<file path="config.mk">
export PLATFORM = sky130hd
export DESIGN_NAME = spi_target_ctrl
export DESIGN_NICKNAME = d
export VERILOG_FILES = /design/src/rtl/spi_target_ctrl.sv
export SDC_FILE = /design/constraint.sdc
export NUM_CORES = 1
export LEC_CHECK = 0
export ABC_CLOCK_PERIOD_IN_PS = 2000
export CORE_ASPECT_RATIO = 1.5
export CORE_MARGIN = 5
export CORE_UTILIZATION = 35
export CTS_CLUSTER_SIZE = 14
export DETAILED_ROUTE_END_ITERATION = 6
export GPL_TIMING_DRIVEN = 1
export PLACE_DENSITY = 0.59
export SETUP_SLACK_MARGIN = 0.15
export SLEW_MARGIN = 20
export SYNTH_ARGS = -nofsm -noshare
export SYNTH_HDL_FRONTEND = slang
export SYNTH_SLANG_ARGS = --single-unit
</file>
<file path="constraint.sdc">
create_clock -name clk -period 2 [get_ports clk]
set_input_delay 0.2 -clock clk [delete_from_list [all_inputs] [get_ports clk]]
set_output_delay 0.2 -clock clk [all_outputs]
set_load 0.02 [all_outputs]
</file>
<file path="src/rtl/spi_target_ctrl.sv">
// spi_target_ctrl: SPI target-side controller. It sits behind the SPI input
// conditioner and drives a single-cycle synchronous memory port.
//   Frame (MSB first): ADDR_W address bits, 1 R/W bit (1 = read), then
//   DATA_W-bit words. With BURST=1 the words continue at address+1, +2, ...
//   (wrapping) for as long as cs_n stays low.
// Ports:
//   clk, rst_n            system clock, asynchronous active-low reset
//   cs_n, mosi            conditioned chip select (active low) and data in
//   sclk_pos, sclk_neg    one-clk pulses on SCLK rising / falling edges
//   miso, miso_oe         serial data out (tx_sr MSB) and its output enable
//   mem_addr, mem_wdata   memory address and write data
//   mem_we, mem_re        one-clk write / read strobes
//   mem_rdata             read data, valid the clk after mem_re
//   busy                  FSM not idle
//   frame_err             one-clk pulse when cs_n rises mid-word
module spi_target_ctrl #(
  parameter int ADDR_W = 7,
  parameter int DATA_W = 8,
  parameter int BURST  = 1
) (
  input  logic              clk,
  input  logic              rst_n,
  input  logic              cs_n,
  input  logic              sclk_pos,
  input  logic              sclk_neg,
  input  logic              mosi,
  output logic              miso,
  output logic              miso_oe,
  output logic [ADDR_W-1:0] mem_addr,
  output logic [DATA_W-1:0] mem_wdata,
  output logic              mem_we,
  output logic              mem_re,
  input  logic [DATA_W-1:0] mem_rdata,
  output logic              busy,
  output logic              frame_err
);

  localparam int MAX_W = (ADDR_W > DATA_W) ? ADDR_W : DATA_W;
  localparam int CNT_W = $clog2(MAX_W + 1);

  typedef enum logic [2:0] {S_IDLE, S_ADDR, S_RW, S_DATA, S_DONE} state_t;

  state_t              state, state_d;
  logic [CNT_W-1:0]    cnt, cnt_d;
  logic [ADDR_W-1:0]   addr_q;
  logic [DATA_W-1:0]   rx_sr, tx_sr, rx_next;
  logic                rw_q, re_d;
  logic                do_addr, do_rw, do_data, word_done, abort;

  assign rx_next  = (rx_sr << 1) | DATA_W'(mosi);
  assign mem_addr = addr_q;
  assign miso     = tx_sr[DATA_W-1];
  assign busy     = (state != S_IDLE);

  always_ff @(posedge clk or negedge rst_n) begin
    if (!rst_n) begin
      state <= S_IDLE;
      cnt   <= '0;
    end else begin
      state <= state_d;
      cnt   <= cnt_d;
    end
  end

  always_comb begin
    state_d   = state;
    cnt_d     = cnt;
    do_addr   = 1'b0;
    do_rw     = 1'b0;
    do_data   = 1'b0;
    word_done = 1'b0;
    abort     = 1'b0;
    if (cs_n) begin
      // cs_n release wins over any coincident SCLK edge
      state_d = S_IDLE;
      abort   = (state inside {S_ADDR, S_RW, S_DATA}) && (cnt != '0);
    end else begin
      unique case (state)
        S_IDLE: begin
          state_d = S_ADDR;
          cnt_d   = '0;
        end
        S_ADDR: if (sclk_pos) begin
          do_addr = 1'b1;
          cnt_d   = cnt + CNT_W'(1);
          if (cnt == CNT_W'(ADDR_W - 1)) state_d = S_RW;
        end
        S_RW: if (sclk_pos) begin
          do_rw   = 1'b1;
          cnt_d   = '0;
          state_d = S_DATA;
        end
        S_DATA: if (sclk_pos) begin
          do_data = 1'b1;
          cnt_d   = cnt + CNT_W'(1);
          if (cnt == CNT_W'(DATA_W - 1)) begin
            word_done = 1'b1;
            if (BURST != 0) cnt_d = '0;
            else            state_d = S_DONE;
          end
        end
        S_DONE: ;
        default: state_d = S_IDLE;
      endcase
    end
  end

  always_ff @(posedge clk or negedge rst_n) begin
    if (!rst_n) begin
      addr_q    <= '0;
      rx_sr     <= '0;
      tx_sr     <= '0;
      rw_q      <= 1'b0;
      re_d      <= 1'b0;
      miso_oe   <= 1'b0;
      mem_wdata <= '0;
      mem_we    <= 1'b0;
      mem_re    <= 1'b0;
      frame_err <= 1'b0;
    end else begin
      mem_we    <= 1'b0;
      mem_re    <= 1'b0;
      frame_err <= abort;
      re_d      <= mem_re;
      if (do_addr) addr_q <= (addr_q << 1) | ADDR_W'(mosi);
      if (do_rw) begin
        rw_q <= mosi;
        if (mosi) begin
          mem_re  <= 1'b1;
          miso_oe <= 1'b1;
        end
      end
      if (do_data) rx_sr <= rx_next;
      if (word_done) begin
        if (!rw_q) begin
          mem_we    <= 1'b1;
          mem_wdata <= rx_next;
        end else if (BURST != 0) begin
          mem_re <= 1'b1;
          addr_q <= addr_q + ADDR_W'(1);
        end
      end
      // a burst write keeps the address stable during the strobe, then steps
      if (mem_we && (BURST != 0)) addr_q <= addr_q + ADDR_W'(1);
      if (cs_n) miso_oe <= 1'b0;
      // the falling edge right after a word boundary (cnt==0) would discard
      // the freshly loaded MSB before the controller samples it, so skip it
      if (re_d)
        tx_sr <= mem_rdata;
      else if (sclk_neg && !cs_n && state == S_DATA && rw_q && cnt != '0)
        tx_sr <= tx_sr << 1;
    end
  end

endmodule

</file>
* Yosys cells after proc, flatten, opt, wreduce, memory -nomap -nowiden
Cells that the tools add are included.
** Word-level totals
- Bits in registers :: 43
- Input bits :: 14
- Output and inout bits :: 21
- Word-level logic and storage cells :: 87
** Cells by class
- Add/sub/neg operators :: 2
- Eq/ne operators :: 13
- Multiplexer cells :: 37
- Bitwise logic cells :: 4
- Reduce and logical (&&, ||, !) cells :: 19
** Operators by type and width (count)
- two-way mux 7 bit :: 4
- two-way mux 1 bit :: 21
- two-way mux 4 bit :: 4
- two-way mux 8 bit :: 2
- case mux 4 bit (4 select lines) :: 1
- two-way mux 3 bit :: 4
- case mux 3 bit (4 select lines) :: 1
- equality test 4 x 3 -> 1 bit, second input constant :: 2
- OR 8 x 1 -> 8 bit :: 1
- nonzero test 4 bit :: 2
- adder 7 x 1 -> 7 bit, second input constant :: 1
- OR 7 x 1 -> 7 bit :: 1
- equality test 3 x 2 -> 1 bit, second input constant :: 2
- != test 2 bit, second input constant :: 3
- != test 3 bit, second input constant :: 2
- nonzero test 2 bit :: 3
- nonzero test 3 bit :: 2
- logical AND 1 bit :: 5
- AND reduction 5 bit :: 1
- adder 4 x 1 -> 4 bit, second input constant :: 1
- AND reduction 2 bit :: 2
- AND reduction 4 bit :: 1
- equality test 3 x 1 -> 1 bit, second input constant :: 1
- equality test 3 bit, second input constant :: 1
- 6 further kinds :: 7

* Logic depth before layout (Yosys ltp)
- Depth after elaboration :: 7
- Mapped depth :: 8
- Gate-level depth less buffers :: 6

* Worst setup path before layout
No wires, ideal clock.
- Path kind :: reg-to-reg
- Start point :: register state[0]
- End point :: register addr_q[5], in the netlist mem_addr[5]
- Setup time :: 0.079 ns
- Data arrival time :: 1.564 ns
- Data required time :: 1.921 ns
- Setup slack :: 0.357 ns
- Stages on the path, launching flop included :: 8
- Buffers on the path :: 3
- Period minus slack after synthesis :: 1.643 ns
- Cell sequence :: dfrtp_1 > ha_1 > buf_6 > and3b_1 > buf_6 > a31oi_4 > buf_6 > mux2i_1
** On the way
- Word-level cells in the longest chain between the ends :: 7
- Elaborated cells between the ends (all ways) :: 10
- Those cells by class :: eq/ne (2); mux (8)
** RTL lines
- start: declaration :: RTL line 43 : state_t state, state_d;
- start signal: assignment :: RTL line 60 : state <= state_d;
- equality test 3 x 1 -> 1 bit :: RTL line 78 : unique case (state)
- two-way mux 1 bit :: RTL line 78
- two-way mux 1 bit :: RTL line 73 : if (cs_n) begin
- two-way mux 7 bit :: RTL line 125 : if (do_addr) addr_q <= (addr_q << 1) | ADDR_W'(mosi);
- two-way mux 7 bit :: RTL line 135 : if (!rw_q) begin
- two-way mux 7 bit (*) :: RTL line 134 : if (word_done) begin
- two-way mux 7 bit (*) :: RTL line 144 : if (mem_we && (BURST != 0)) addr_q <= addr_q + ADDR_W'(1);
- end signal: assignment :: RTL line 125
- end signal: assignment :: RTL line 140 : addr_q <= addr_q + ADDR_W'(1);
- end signal: assignment :: RTL line 144
- end: declaration :: RTL line 45 : logic [ADDR_W-1:0] addr_q;
Mark *: on every way between the ends. The rest lies on a longest branch, timed or not.
A chain may end at the register's enable or synchronous reset.

* Worst setup path after layout
- Start point :: register state[0]
- End point :: register state[0]
** On the way
- Word-level cells in the longest chain between the ends :: 4
- Elaborated cells between the ends (all ways) :: 13
- Those cells by class :: eq/ne (8); mux (2); reduce/logical (3)
** RTL lines (RTL line)
- equality test 3 x 2 -> 1 bit / equality test 3 bit (equally long branches) :: 78
- OR reduction 2 bit (no line)
- case mux 3 bit (4 select lines) / != test 2 x 1 -> 1 bit (equally long branches)
- two-way mux 3 bit / AND reduction 4 bit (equally long branches)
Parallel ways exist; a longest one is shown, timed or not.

==> impl_metrics.toml <==
[power_and_ir_drop]
total_leakage_power_nw = 1.28
p_total_mw = 2.82
power_density_nw_per_um2 = 1060
power.ir.vdd_worst_mv = 0.539

[sta]
report.final.slew_viol_count = 0
max_clock_freq_mhz = 582
final_min_period_over_clock_period_pct = 85.9
total_negative_slack_for_setup_checks_ns = 0
rsz0062_at_grt = "false"
maxSlewHeadroom_pct = 65.4
setup_viol = 0
max_slew.worst_pin.slew_ns = 0.519
timing.final.hold_violations = 0
worst_clock_skew_ns = 0.00843
finalHoldWorstSlack_ns = 0.400
finalWorstSetupSlack_ns = 0.283
finalCriticalPeriod_ns = 1.72

[synth]
syn-cell-area_sq_um = 2110
synth_sequential_area_ratio_pct = 49.8
synth_warnings = 0
synth_top_area_share_pct = 49.8
net_count_of_the_mapped_netlist = 201
synth.top_cells.by_area = "dfrtp_1, mux2_2, mux2i_1"
synthesis.instances = 178
yosys.area.top_type = "dfrtp_1"
synthDistinctLibCells = 37
syn_area_per_cell_sq_um = 11.9
number_of_storage_elements_in_the_synthesis_netlist = 42

[worst_setup_path]
rr_startpoint = "state[0]"
end_kind = "register"
crit_fanout = 5
cp_max_stage_delay_ns = 0.43
path_cells = "inv_1, ha_1, o21ba_2, a211oi_2, nor2_1, a211oi_1"
timing.critical_path.arrival_ns = 1.92
r2r_cells = 6
startpoint_type = "register"
critical_path_class = "register to register"
critical-path-slowest-cell = "dfrtp_1"
r2r_endpoint = "state[0]"
crit_required_ns = 2.20
regToRegSetupSlack_ns = 0.28
critical_path.n_buffers_inverters = 1
crit_path_end = "state[0]"
worst_path_dominant_cell_family = "compound AO/OA/AOI/OAI gates"
critPathLaunch = "state[0]"
critical_path_cell_count = 6

[clock_network]
tritoncts = "built"
cts.clk_slew.worst_paths_ns = 0.09
htree_levels = 2
cts_made_buffers = 5
post_cts_buffers = 0
clock_insertion_delay_worst_skew_ns = 0.30
clk_buf_depth = 2
cts_root_buffer = "clkbuf_8"
cts_num_sinks = 42

[finish]
post-route-util_pct = 45.6
fin_nets = 243
ff_latch_area_sq_um = 1050
multiInputGateArea_sq_um = 990
post_route_cells_drive_above_1_share_pct = 19.0
layout.filler_cells = 565
antenna_cells = 0
area_growth_pct = 25.9

[placement]
place_congestion = 0.748
detailedPlacementHpwl_microns = 2910
io_buffers = 34
pre_cts_ws_ns = 0.124

[floorplanning]
die_h_microns = 105
initial_core_util_pct = 36.2
core_area_sq_um = 5830
floorplan.die.width_microns = 73.4
boundaryPins = 35
die_area_sq_um = 7710
placement_rows = 34

[grt]
grt_pass1_wl_microns = 6870
globalRoute.totalOverflow = 0
vias_in_the_first_global_route = 1442
grt.total_usage_pct = 11.3
grt_start_max_net_pins = 23
antenna_found_initial = 0

[detailed_routing]
drt_iter0_drc = 83
drc_errors = 0
totalWireLength_microns = 3920
detailedRoute.firstPassIterationCount = 4
postRouteAntennaNets = 0
drt-wirelength-per-cell_microns = 13.4
vias_per_cell = 4.86
vias = 1423

[flow_run]
cap_violations = 0

[outcome]
status = "finished, final reports clean"

[worst_hold_path]
worst_hold_path_type = "input pin to asynchronous set/reset pin"
==> synthesized netlist by cell type, drive strengths merged <==
master  count
nand3b      4
o211ai      1
nor3b       2
a31oi       2
and3b       2
or3b        1
mux2       15
ha          9
and3        1
o21ba       1
or2         1
xor2        2
nand4b      1
dfrtp      42
inv         7
xnor2       3
a211oi      2
nand3       5
nor3        2
nand2      16
mux2i      16
a21oi       6
nor2       13
o311ai      1
a22oi       1
clkbuf      1
o21ai      15
buf         5
o21bai      1
==> registers in the layout, summed over array words and instances (netlist names), 2 cells and up <==
signal,cells
state,2
mem_addr,7
mem_wdata,8
tx_sr,8
rx_sr,7
cnt,4
==> logic make-up (layout without fill, tap and decap cells) <==
| family | Yosys count | count (layout) | synth area share, % |
|---|---|---|---|
| flops | 42 | 42 | 49.8 |
| buf+inv | 13 | 56 | 3.62 |
| mux | 31 | 31 | 15.6 |
| compound gates | 30 | 30 | 9.55 |
| simple gates | 48 | 48 | 14.0 |
| xor+xnor | 5 | 5 | 2.08 |
| fa+ha+maj | 9 | 9 | 5.34 |
==> layout by cell type, fill, tap and decap left out, types with 3 or more instances in the layout <==
cell type	Yosys	routed
a21oi_1	6	6
dfrtp_1	42	42
xnor2_1	3	3
o21ai_1	3	3
nand2_1	16	16
o21ai_0	12	12
clkbuf_8	0	5
nor2_1	12	12
ha_1	9	8
nand3_1	5	5
mux2i_1	16	16
mux2_2	15	15
clkdlybuf4s50_1	0	32
buf_4	1	5
inv_1	7	7
==> metal layers <==
metal | routed length, microns | GRT usage [%] | vias up
met1 | 1690 | 14.2 | 690
li1 | - | - | 704
met4 | 70 | 4.27 | 0
met2 | 1990 | 18.7 | 23
met3 | 164 | 2.59 | 6
met5 | 0 | 0 | -
==> what timing repair did <==
item	in CTS	in global routing
cloned	0	0
hold endpoints to repair	20	0
gates resized for setup	1	2
setup endpoints to repair	1	23
hold buffers	1	0
==> worst reg2reg max path: cells and delay by family (launching register included) <==
family | cells | cell delay (ns)
DFF | 1 | 0.43
AOI/OAI and AO/OA | 3 | 0.77
and+or+nand+nor | 1 | 0.07
buffers and inverters | 1 | 0.08
adders and majority gates | 1 | 0.26
==> final cells by class <==
class,count,share of cell area [%]
well taps,72,3.39
multi-input cells,123,37.3
clock buffers,5,2.59
clock inverters,3,1.08
flip-flops and latches,42,39.6
repair buffers,41,15.1
inverters,7,0.989
==> power by group <==
group | switching [mW] | leakage [nW] | total, mW | internal, mW
clock network | 0.323 | 0.0506 | 0.584 | 0.261
registers | 0.215 | 0.567 | 1.25 | 1.04
logic | 0.507 | 0.665 | 0.987 | 0.480
total | 1.05 | 1.28 | 2.82 | 1.78
==> metrics by stage <==
stage               std cells  instance area (sq um)
floorplan                 178                   2110
global placement          284                   2540
detailed placement        284                   2540
CTS                       293                   2650
global route              293                   2660
finish                    293                   2660
==> how the worst min path moves through the flow <==
stage | start | depth (start not counted) | end | slack, ns
3_5_place_dp | rst_n | 1 | frame_err | 0.22
6_report | rst_n | 2 | frame_err | 0.40
3_3_place_gp | rst_n | 1 | rw_q | 0.22
2_1_floorplan | rst_n | 0 | cnt[0] | -0.1
5_1_grt | mem_re | 0 | re_d | 0.42
4_1_cts | mem_re | 0 | re_d | 0.40
No activity file was read; power rests on OpenSTA's default activity.
